**config.mk**
```make
export PLATFORM = sky130hd
export DESIGN_NAME = convolutor_z_reader
export DESIGN_NICKNAME = d
export VERILOG_FILES = /design/src/rtl/convolutor_z_reader.sv
export SDC_FILE = /design/constraint.sdc
export NUM_CORES = 1
export LEC_CHECK = 0
export ABC_AREA = 1
export ABC_CLOCK_PERIOD_IN_PS = 3000
export CAP_MARGIN = 20
export CORE_UTILIZATION = 56
export CTS_BUF_LIST = sky130_fd_sc_hd__clkbuf_2
export DETAILED_ROUTE_END_ITERATION = 10
export GPL_TIMING_DRIVEN = 0
export PLACE_DENSITY = 0.95
export SYNTH_ARGS = -nofsm -noshare
export SYNTH_HDL_FRONTEND = slang
export SYNTH_SLANG_ARGS = --single-unit
export TNS_END_PERCENT = 20
```
**constraint.sdc**
```tcl
create_clock -name clk -period 3 [get_ports clk]
set_input_delay 0.45 -clock clk [delete_from_list [all_inputs] [get_ports clk]]
set_output_delay 0.45 -clock clk [all_outputs]
set_load 0.005 [all_outputs]
```
**src/rtl/convolutor_z_reader.sv**
```systemverilog
// Drains the convolution result memory (Z) into a valid/ready stream.
// A 2-entry FIFO absorbs the one-cycle memory read latency.
`timescale 1ns/1ps

// state    | meaning
// S_IDLE   | waiting for start_i
// S_READ   | addresses remaining to be read from Z memory
// S_DRAIN  | all reads issued, stream still holds or awaits data
// S_FINISH | one cycle, done_o asserted, then back to S_IDLE
module convolutor_z_reader #(
    parameter int ADDR_WIDTH = 5,
    parameter int DATA_WIDTH = 8,
    parameter int X_SIZE     = 5
) (
    input  logic                    clk,
    input  logic                    rst,
    input  logic                    start_i,
    input  logic [ADDR_WIDTH-1:0]   sizeY_i,
    output logic [ADDR_WIDTH:0]     memZ_addr_o,
    output logic                    memZ_rd_o,
    input  logic [2*DATA_WIDTH-1:0] dataZ_i,
    output logic [2*DATA_WIDTH-1:0] m_data_o,
    output logic                    m_valid_o,
    input  logic                    m_ready_i,
    output logic                    m_last_o,
    output logic                    busy_o,
    output logic                    done_o
);

    localparam int AW1 = ADDR_WIDTH + 1;
    localparam int ZW  = 2 * DATA_WIDTH;

    typedef enum logic [1:0] {
        S_IDLE   = 2'd0,
        S_READ   = 2'd1,
        S_DRAIN  = 2'd2,
        S_FINISH = 2'd3
    } state_t;

    state_t           state_q;
    logic [AW1-1:0]   len_q;
    logic [AW1-1:0]   rd_cnt_q;
    logic [AW1-1:0]   beat_cnt_q;
    logic [AW1-1:0]   last_addr_q;
    logic             inflight_q;
    logic [ZW-1:0]    fifo_q [2];
    logic             wr_ptr_q;
    logic             rd_ptr_q;
    logic [1:0]       count_q;

    logic             pop;
    logic             issue;
    logic [2:0]       credit;
    logic [AW1-1:0]   len_new;

    assign m_valid_o   = (count_q != 2'd0);
    assign m_data_o    = fifo_q[rd_ptr_q];
    assign m_last_o    = m_valid_o && (beat_cnt_q == len_q - AW1'(1));
    assign busy_o      = (state_q == S_READ) || (state_q == S_DRAIN);
    assign done_o      = (state_q == S_FINISH);
    assign memZ_rd_o   = issue;
    assign memZ_addr_o = issue ? rd_cnt_q : last_addr_q;

    // A read may only go out if the FIFO is guaranteed room for its data
    // one cycle later, counting the word already in flight.
    always_comb begin
        pop     = m_valid_o && m_ready_i;
        credit  = {1'b0, count_q} + {2'b00, inflight_q} - {2'b00, pop};
        issue   = (state_q == S_READ) && (rd_cnt_q < len_q) && (credit <= 3'd1);
        len_new = '0;
        if (sizeY_i != '0) begin
            len_new = AW1'(X_SIZE) + AW1'(sizeY_i) - AW1'(1);
        end
    end

    always_ff @(posedge clk) begin
        if (rst) begin
            state_q     <= S_IDLE;
            len_q       <= '0;
            rd_cnt_q    <= '0;
            beat_cnt_q  <= '0;
            last_addr_q <= '0;
            inflight_q  <= 1'b0;
            fifo_q[0]   <= '0;
            fifo_q[1]   <= '0;
            wr_ptr_q    <= 1'b0;
            rd_ptr_q    <= 1'b0;
            count_q     <= 2'd0;
        end else begin
            inflight_q <= issue;
            count_q    <= count_q + {1'b0, inflight_q} - {1'b0, pop};
            if (issue) begin
                last_addr_q <= rd_cnt_q;
                rd_cnt_q    <= rd_cnt_q + AW1'(1);
            end
            if (inflight_q) begin
                fifo_q[wr_ptr_q] <= dataZ_i;
                wr_ptr_q         <= ~wr_ptr_q;
            end
            if (pop) begin
                rd_ptr_q   <= ~rd_ptr_q;
                beat_cnt_q <= beat_cnt_q + AW1'(1);
            end

            case (state_q)
                S_IDLE: begin
                    if (start_i) begin
                        len_q      <= len_new;
                        rd_cnt_q   <= '0;
                        beat_cnt_q <= '0;
                        state_q    <= (len_new == '0) ? S_FINISH : S_READ;
                    end
                end
                S_READ: begin
                    if (issue && (rd_cnt_q == len_q - AW1'(1))) begin
                        state_q <= S_DRAIN;
                    end
                end
                S_DRAIN: begin
                    if (pop && m_last_o) begin
                        state_q <= S_FINISH;
                    end
                end
                default: begin
                    state_q <= S_IDLE;
                end
            endcase
        end
    end

endmodule

```
==> results.tsv <==
stage	metric	value	unit
global_routing	vias in the first global route	2795	
power_and_ir_drop	Peak supply drop	0.000511	V
synthesis	Post-synth EDFFs	32	
setup_path	r2r endpoint	last_addr_q[4]	
finish	n_diodes	0	
hold_path	worst min path class	reg -> reg	
synthesis	commonest cells in the netlist	65 x nor2_1, 60 x inv_1, 57 x nand2_1	
route	via count	2793	
synthesis	yosys warns	0	
setup_path	CP max FO	5	
cts	CTS tree	done	
run_status	failing checks	negative setup slack	
power_and_ir_drop	PD cells	722	mW/mm²
setup_path	worst setup path class	reg -> out	
synthesis	Synth Area in Adders	0.0669	
synthesis	most frequent cell after synthesis	nor2_1	
synthesis	cell taking the most area after synthesis	edfxtp_1	
finish	nets	501	
setup_path	crit end category	primary output	
floorplanning	DIE WIDTH	78.6	µm
synthesis	post-synthesis mux area share	0.0548	
sta	fmax	290	MHz
global_routing	largest net degree at the start of global routing	17	
floorplanning	Rows	27	
cts	CTS max path bufs	2	
sta	Tcrit/Tclk final	1.15	
synthesis	post-synthesis simple-gate area fraction	0.232	
setup_path	CP startpoint	count_q[1]	
place	Port Buffer Count	51	
route	final antenna-violating net count	0	
synthesis	compound-cell area share of the yosys netlist	0.0544	
sta	setup violators final	8	
power_and_ir_drop	total power draw	3060	µW
place	pre-CTS setup slack	-1060	ps
route	average wire per standard cell	13.7	µm
setup_path	reg2reg path depth	22	
route	First-pass DRT Iterations	5	
synthesis	Distinct cells, synth	35	
cts	CTS Hold Buffers Added	0	
global_routing	grt ovf	0	
finish	layout cells sized above 1	0.209	
place	post-placement cell area	0.00389	mm²
place	post-DP HPWL	5020	µm
hold_path	HP Start	last_addr_q[3]	
cts	clock root cell	clkbuf_2	
synthesis	Synth Register Bits	64	
floorplanning	core area	0.00557	mm²
finish	Area growth syn-to-layout	28.7	%
setup_path	Critical Path RT	2550	ps
floorplanning	Die Area	0.00618	mm²
synthesis	Yosys top cell area share	0.292	
route	1st-iter DRT viols	148	
power_and_ir_drop	Lkg Pwr	0.00190	µW
global_routing	global-route wire length before repair	12100	µm
finish	fillers	375	
synthesis	Avg Cell Area, Syn	8.73	µm²
sta	Max-slew headroom	0.540	
flow_run	max cap viols	0	
synthesis	fraction of registers with async set/reset	0	
synthesis	Post-synth top flop	edfxtp_1	
cts	worst skew pair latency	510	ps
run_status	status	complete, but fails checks	
global_routing	initial antenna violation count	0	
route	Post-Route WL	7330	µm
synthesis	sequential-to-total area share from yosys stat	0.487	
sta	skew final	21.3	ps
synthesis	dominant cells by area after synthesis	edfxtp_1 29%, dfxtp_1 19%, nor2_1 7.4%	
sta	min cycle time layout	3450	ps
sta	Slew @ Worst Pin	689	ps
setup_path	critical path endpoint	memZ_addr_o[5]	
place	GPL Wtd Cong	0.879	
synthesis	Net Count, Synth	419	
sta	Final TNS setup	-2610	ps
sta	RSZ-0062 raised after global routing	true	
sta	Setup WS post-layout	-447	ps
synthesis	xor/xnor share of the synthesized area	0.0221	
setup_path	type of origin of the critical path	flip-flop	
synthesis	main combinational cell family by area after synthesis	simple AND/OR/NAND/NOR gates	
hold_path	hold depth	2	
setup_path	worst reg2reg startpoint	count_q[1]	
cts	clock sinks	64	
route	DRC viols	0	
cts	H-Tree Depth	3	
sta	Max Slew Vio Count	0	
route	vias per std cell	5.21	
floorplanning	Initial Utilization	0.590	
synthesis	Post-Syn Area	0.00329	mm²
synthesis	Syn Inst Count	377	
cts	CTS Buf Count	9	
floorplanning	Die H	78.6	µm
sta	WHS	480	ps
setup_path	CP arrival	3000	ps
setup_path	reg-to-reg slack, setup	-10	ps
sta	Fin. Hold Viols	0	
global_routing	GRT Overall Usage	0.259	
floorplanning	I/O Pins	52	
cts	clock slew seen by the registers of the worst setup and hold paths	180	ps
finish	final instance area	0.00423	mm²
-- cell usage in the layout, fill, tap and decap left out, types with 2 or more instances in the layout --
cell             netlist  final
nor2_2                 5      6
inv_1                 60     58
nand2_1               57     53
or2_4                  0      2
mux2_2                16     16
nor2_1                65     63
clkdlybuf4s50_1        0     44
dfxtp_2                0      3
buf_6                  1      6
nor3_1                 6      6
buf_2                  2      5
nand3b_1               2      2
o21ai_4                0      3
clkbuf_1               5      5
nor3b_1                2      2
ha_1                  16     15
nand3_1               22     22
o22ai_1                3      3
clkbuf_2               0     11
xor2_1                 3      3
clkinvlp_4             0      2
nand3_2                3      3
nand2_4                0      2
a211oi_1               2      2
o21ai_0               11      6
a21oi_1               12     11
edfxtp_1              32     32
buf_4                  0     17
clkinv_4               0      2
dfxtp_1               32     29
or2_2                  4      2
nand2_2                4      6
inv_2                  1      2
-- metrics by stage --
step,cells,utilization
final,536,0.760
after global routing,536,0.760
after CTS,536,0.757
after detailed placement,500,0.698
after global placement,500,0.698
after floorplan,377,-
-- flip-flops by register name (all words and copies together), names as in the netlist, named ones only --
name,cells
len_q,6
rd_cnt_q,6
beat_cnt_q,6
fifo_q,32
inflight_q,1
last_addr_q,6
count_q,2
state_q,2
wr_ptr_q,1
rd_ptr_q,1
-- timing repair --
action	in CTS	in global routing
resized for setup	54	8
hold endpoints to repair	0	0
setup buffers	20	0
pin swaps	9	8
endpoints found under the setup margin	8	9
-- worst max-delay path, stage by stage (launching register included) --
cell     delay, ps
dfxtp_2        380
nor2_4         120
inv_2           60
nand2_4         60
inv_4           50
nand2_4         50
o21ai_2         50
ha_2           190
fa_1           470
nor2_1         120
nand2_1         80
nor3_2         170
nand2_2        130
buf_6          140
buf_6          130
o21ai_4        130
inv_1           50
buf_2          120
-- worst min path at each step --
stage                           endpoint  slack [ps]
after floorplan                flip-flop         430
after global placement          rd_ptr_q         430
after detailed placement       flip-flop         450
after CTS                       rd_ptr_q         470
after global routing      last_addr_q[3]         500
final                     last_addr_q[3]         480
-- cell families (layout without fill, tap and decap cells) --
kind of cell,count (synthesis),count (layout)
adder cells (fa/ha/maj),17,17
AO/OA/AOI/OAI,32,32
AND/OR/NAND/NOR,173,173
buffers and inverters,70,157
XOR/XNOR,5,5
flip-flops,64,64
multiplexers,16,16
-- metal layers --
| layer | vias up | global-route usage | part of all wire |
|---|---|---|---|
| li1 | 1382 | - | - |
| met1 | 1310 | 0.286 | 0.41 |
| met2 | 84 | 0.467 | 0.52 |
| met3 | 17 | 0.0407 | 0.049 |
| met4 | 0 | 0.148 | 0.021 |
| met5 | - | 0 | 0 |
-- final cells by class --
cell class,instances,area (µm²),share of cell area
plain buffers,8,46.3,0.0109
clock buffers,9,45.0,0.0106
clock inverters,7,71.3,0.0168
inverters,62,240,0.0567
multi-input cells,243,1490,0.353
flip-flops and latches,64,1610,0.379
well taps,72,90.1,0.0213
repair buffers,71,643,0.152
-- power by group --
| part | total (µW) | internal [µW] | switching [µW] |
|---|---|---|---|
| combinational | 1410 | 723 | 687 |
| clock | 533 | 192 | 341 |
| sequential | 1110 | 1040 | 74.6 |
(Power assumes the default switching activity.)
==> edit 1, RTL diff (same flow settings) <==
Change the parameter `DATA_WIDTH` from 8 to 7.
--- a/src/rtl/convolutor_z_reader.sv
+++ b/src/rtl/convolutor_z_reader.sv
@@ -10,5 +10,5 @@
 module convolutor_z_reader #(
     parameter int ADDR_WIDTH = 5,
-    parameter int DATA_WIDTH = 8,
+    parameter int DATA_WIDTH = 7,
     parameter int X_SIZE     = 5
 ) (
Interface: changed (resized dataZ_i and m_data_o); port bits go from 52 to 48. No check against the original RTL was run, so the function may have changed too.
==> edit 1 against the unedited design <==
The flow still finishes with violations (negative setup slack); power shrank 0.43%; area after synthesis is 6.0% lower; setup slack worse by 0.023 ns; design area shrank 5.1%; maximum frequency decreased by 0.66%; hold slack better by 0.0054 ns; routed wire length grew 9.7%; sequential cell count decreased by 4; critical endpoint is now memZ_addr_o[3]; highest routed layer unchanged.
==> edit 1: results (changes against the unedited design) <==
Place
  • Final weighted congestion in routability-driven placement: 0.910 (was 0.879)
  • Post-Place Worst Slack: -1.23 ns (was -1.06 ns)
  • Number of I/O port buffers: 47 (was 51)
  • Placed Instance Area: 3650 um2 (was 3890 um2)

Timing
  • Minimum hold slack: 0.486 ns (was 0.480 ns)
  • Worst Slack Setup Final: -0.470 ns (was -0.447 ns)
  • Largest clock skew in the final design: 0.0198 ns (was 0.0213 ns)
  • Sum Neg Setup Slack: -2.85 ns (was -2.61 ns)
  • Count of final setup violators: 7 (was 8)

Finish
  • Final #Nets: 482 (was 501)
  • Fill cell instance count of the final layout: 312 (was 375)
  • Fraction of layout cells with a size suffix above 1: 19.7% (was 20.9%)
  • Storage element area: 1490 um2 (was 1610 um2)
  • Max FFs per register: 28 (was 32)

Routing
  • Routed met2 length: 3900 um (was 3810 um)
  • Number of DRC markers after the initial detailed-route iteration: 222 (was 148)
  • Wirelength, routed: 8040 um (was 7330 um)
  • Via density: 5.52 (was 5.21)
  • Post-detailed-route wirelength per cell: 15.6 um (was 13.7 um)
  • Wire length on met3: 586 um (was 360 um)

Synthesis
  • Syn Nets: 406 (was 419)
  • Commonest cells in the netlist: sky130_fd_sc_hd__nand2_1, sky130_fd_sc_hd__nor2_1, sky130_fd_sc_hd__inv_1 (was sky130_fd_sc_hd__nor2_1, sky130_fd_sc_hd__inv_1, sky130_fd_sc_hd__nand2_1)
  • Cells taking the most area after synthesis: sky130_fd_sc_hd__edfxtp_1, sky130_fd_sc_hd__dfxtp_1, sky130_fd_sc_hd__nand2_1 (was sky130_fd_sc_hd__edfxtp_1, sky130_fd_sc_hd__dfxtp_1, sky130_fd_sc_hd__nor2_1)
  • Sequential fraction of the synthesis area: 47.9% (was 48.7%)

Worst setup path
  • End of the worst register-to-register path: state_q[1]$_SDFFE_PP0P_ (was last_addr_q[4]$_SDFF_PP0_)
  • Arrival time of the worst setup path: 3.02 ns (was 3.00 ns)

Status
  • Violated checks: negative setup slack (unchanged)
  • Result of the run: complete, but fails checks (unchanged)

Min path
  • Worst hold path endpoint: rd_ptr_q$_SDFFE_PP0P_ (was last_addr_q[3]$_SDFF_PP0_)

GRT
  • Largest net degree at the start of global routing: 15 (was 17)
  • First-pass GRT wire length: 12900 um (was 12100 um)

Pwr
  • Power dissipated by switching net loads: 1.11 mW (was 1.10 mW)
edit 1: cell types whose count changed after synthesis, sizes merged, moves of 2 or more:
cell	change
o21ai	+3
buf	-2
nand4	+3
nand2	+2
nor2	-8
edfxtp	-4
mux2	-2
edit 1: worst max-delay path by stage:
stage | slack [ns] | to | cells past startpoint | start
after floorplan | 0.14 | memZ_addr_o[4] | 15 | count_q[1]$_SDFF_PP0_
after global placement | -1.13 | memZ_addr_o[5] | 15 | m_ready_i
after detailed placement | -1.23 | memZ_addr_o[4] | 15 | m_ready_i
after CTS | -0.53 | memZ_addr_o[3] | 16 | count_q[1]$_SDFF_PP0_
after global routing | -0.64 | memZ_addr_o[5] | 17 | count_q[1]$_SDFF_PP0_
final | -0.47 | memZ_addr_o[3] | 15 | m_ready_i
edit 1: critical path: stages:
cell and delay [ns]:
sky130_fd_sc_hd__clkdlybuf4s50_1 0.59, sky130_fd_sc_hd__nand2_4 0.08, sky130_fd_sc_hd__inv_4 0.07, sky130_fd_sc_hd__nand2_4 0.05, sky130_fd_sc_hd__o21ai_2 0.06, sky130_fd_sc_hd__ha_2 0.20
sky130_fd_sc_hd__fa_2 0.46, sky130_fd_sc_hd__nor2_2 0.09, sky130_fd_sc_hd__nand2_1 0.07, sky130_fd_sc_hd__nor3_2 0.20, sky130_fd_sc_hd__nand2_2 0.14, sky130_fd_sc_hd__buf_8 0.16
sky130_fd_sc_hd__nand2_1 0.09, sky130_fd_sc_hd__nand2_1 0.06, sky130_fd_sc_hd__dlygate4sd2_1 0.26
edit 1: power by group through the flow:
stage / logic, mW / clock network (mW) / registers, mW
2_1_floorplan: 0.669 / 0 / 1.04
3_3_place_gp: 1.01 / 0 / 1.05
5_1_grt: 1.50 / 0.640 / 1.07
6_report: 1.39 / 0.602 / 1.05
4_1_cts: 1.29 / 0.597 / 1.04
3_5_place_dp: 1.06 / 0 / 1.06
edit 1: cell families (layout without fill, tap and decap cells):
kind of cell             count (synthesis)  in the layout  share of synthesized area, %
adder cells (fa/ha/maj)                 17             17                          7.13
AND/OR/NAND/NOR                        171            171                          24.0
flip-flops                              60             60                          47.9
multiplexers                            14             14                          5.10
AO/OA/AOI/OAI                           31             31                          5.43
buffers and inverters                   67            148                          8.18
XOR/XNOR                                 6              6                          2.19
edit 1: final cells by class:
| cell class | instances | share of cell area [%] |
|---|---|---|
| clock inverter | 6 | 2.21 |
| inverter | 60 | 5.85 |
| timing repair buffer | 65 | 14.8 |
| clock buffer | 10 | 1.25 |
| tap | 70 | 2.18 |
| sequential | 60 | 37.0 |
| multi-input combinational | 239 | 35.8 |
| buffer | 7 | 0.965 |
edit 1: timing repair:
item,in CTS,in global routing
gates cloned,0,0
resized for setup,54,12
pin swaps,8,8
endpoints found under the setup margin,15,12
setup buffers,16,2
==> edit 2, RTL diff (config.mk and constraints unchanged) <==
Made on the original files. Encoding of `state_t`: now Gray code (2 bits for 4 states).
--- a/src/rtl/convolutor_z_reader.sv
+++ b/src/rtl/convolutor_z_reader.sv
@@ -32,8 +32,8 @@
 
     typedef enum logic [1:0] {
-        S_IDLE   = 2'd0,
-        S_READ   = 2'd1,
-        S_DRAIN  = 2'd2,
-        S_FINISH = 2'd3
+        S_IDLE   = 2'b00,
+        S_READ   = 2'b01,
+        S_DRAIN  = 2'b11,
+        S_FINISH = 2'b10
     } state_t;
 
Behaviour: no difference found for any inputs over 10 cycles, from zero or initial values and one cycle with rst high; not proved beyond that.
==> edit 2 against the unedited design <==
The run still ends with negative setup slack left; non-clock buffer count is 1 higher; setup slack better by 0.024 ns; routed wire length is 1.8% higher; combinational power is 3% lower; critical path depth stayed put; design area is 1.3% lower; clock skew hardly changed; final cell count is 0.19% lower; sequential share of layout area is 0.50 points higher; sequential cell count stayed put; area after synthesis is 1.7% lower; power is 2.0% lower; sequential power hardly changed; synthesized cell count is 0.27% lower; critical path type unchanged; critical endpoint is now memZ_addr_o[2]; highest routed layer unchanged.
==> edit 2: results (changes against the unedited design) <==
Min path
  • Cell depth of the worst hold path: 1 (was 2)
  • Worst Min Path Start: rd_ptr_q$_SDFFE_PP0P_ (was last_addr_q[3]$_SDFF_PP0_)
  • Class of the tightest hold or removal check: register to register (unchanged)

Synthesis
  • Synthesized area per cell: 8.60 um2 (was 8.73 um2)
  • Sequential fraction of the synthesis area: 49.5% (was 48.7%)
  • Number of library cell types mapped by synthesis: 30 (was 35)
  • Most used flip-flop cell after synthesis: sky130_fd_sc_hd__edfxtp_1 (unchanged)
  • Commonest cells in the netlist: sky130_fd_sc_hd__nor2_1, sky130_fd_sc_hd__inv_1, sky130_fd_sc_hd__nand2_1 (unchanged)
  • Syn Nets: 414 (was 419)
  • Number of enable-type register cells in the synthesized netlist: 32 (unchanged)
  • Ys async rst share: 0% (unchanged)
  • Cells taking the most area after synthesis: sky130_fd_sc_hd__edfxtp_1, sky130_fd_sc_hd__dfxtp_1, sky130_fd_sc_hd__nor2_1 (unchanged)

Timing
  • Count of final setup violators: 7 (was 8)
  • Worst Slack Setup Final: -0.423 ns (was -0.447 ns)
  • Sum Neg Setup Slack: -2.07 ns (was -2.61 ns)
  • Largest clock skew in the final design: 0.0212 ns (was 0.0213 ns)
  • Worst-case headroom to the max-slew limit: 52.7% (was 54.0%)

Finish
  • Fill cell instance count of the final layout: 378 (was 375)
  • Fraction of layout cells with a size suffix above 1: 19.7% (was 20.9%)

CTS
  • Clock insertion delay at the later pin of the skew report: 0.49 ns (was 0.51 ns)

GRT
  • GRT Total Usage: 25.6% (was 25.9%)
  • First-pass GRT wire length: 12100 um (about the same)
  • Antenna violations before repair: 0 (unchanged)
  • Number of global-route vias before repair: 2706 (was 2795)

Worst setup path
  • End of the worst register-to-register path: rd_cnt_q[3]$_SDFF_PP0_ (was last_addr_q[4]$_SDFF_PP0_)
  • Cell family with the largest share of critical-path delay: buffers and inverters (was simple AND/OR/NAND/NOR gates)
  • Reg-to-reg setup timing slack: 0.30 ns (was -0.01 ns)
  • Worst Setup EP: memZ_addr_o[2] (was memZ_addr_o[5])
  • Origin of the worst setup path: count_q[0]$_SDFF_PP0_ (was count_q[1]$_SDFF_PP0_)
  • Arrival time of the worst setup path: 2.97 ns (was 3.00 ns)
  • CP max stage delay: 0.47 ns (about the same)
  • Reg2Reg Depth: 18 (was 22)

Place
  • Post-detailed-placement half-perimeter wirelength: 4810 um (was 5020 um)
  • # placed instances: 499 (was 500)
  • Final weighted congestion in routability-driven placement: 0.890 (was 0.879)
  • Post-Place Worst Slack: -1.06 ns (about the same)

Routing
  • Number of DRC markers after the initial detailed-route iteration: 222 (was 148)
  • Via density: 5.24 (was 5.21)
  • Vias after detailed routing: 2806 (was 2793)
  • Wirelength, routed: 7460 um (was 7330 um)

Pwr
  • Leak: 1.92 nW (was 1.90 nW)
  • VDD IR-drop max: 502 uV (was 511 uV)

Status
  • Violated checks: negative setup slack (unchanged)
  • Result of the run: complete, but fails checks (unchanged)
-- edit 2: report_power, final --
group	switching, mW	internal [mW]
Sequential	0.0736	1.04
Combinational	0.651	0.723
Clock	0.315	0.192
Total	1.04	1.95
-- edit 2: routing by layer --
layer / up-vias / track usage, % / share of wire, %
met5: - / 0 / 0
met4: 0 / 7.78 / 1.7
met3: 14 / 5.65 / 7.1
met2: 122 / 46.2 / 52
met1: 1295 / 30.3 / 40
li1: 1375 / - / -
-- edit 2: cell families after synthesis --
group | after synthesis | share of synthesized area [%]
AOI/OAI and AO/OA | 36 | 6.11
DFF | 64 | 49.5
xor gates and xnor gates | 6 | 2.51
muxes | 16 | 5.57
adders and majority gates | 13 | 5.26
buffers and inverters | 73 | 8.78
and+or+nand+nor | 168 | 22.2
-- edit 2: area by class of cell --
type	count	area, um2	area share, %
Timing Repair Buffer	71	646	15.4
Clock buffer	10	50.0	1.20
Buffer	9	45.0	1.08
Clock inverter	6	60.1	1.44
Tap cell	72	90.1	2.16
Sequential cell	64	1610	38.4
Inverter	64	248	5.93
Multi-Input combinational cell	239	1440	34.3
-- edit 2: repair_timing --
item / in CTS / in global routing
endpoints found under the setup margin: 7 / 8
buffers inserted: 16 / 4
resized for setup: 53 / 11
pin swaps: 8 / 7
gates cloned: 0 / 0
-- edit 2: metrics by stage --
step / hold WS, ns / instance area [um2] / power, mW
2_1_floorplan: 0.426 / 3230 / 1.69
3_5_place_dp: 0.447 / 3830 / 2.10
5_1_grt: 0.480 / 4180 / 3.16
3_3_place_gp: 0.437 / 3830 / 2.07
4_1_cts: 0.456 / 4110 / 2.84
6_report: 0.454 / 4180 / 2.99
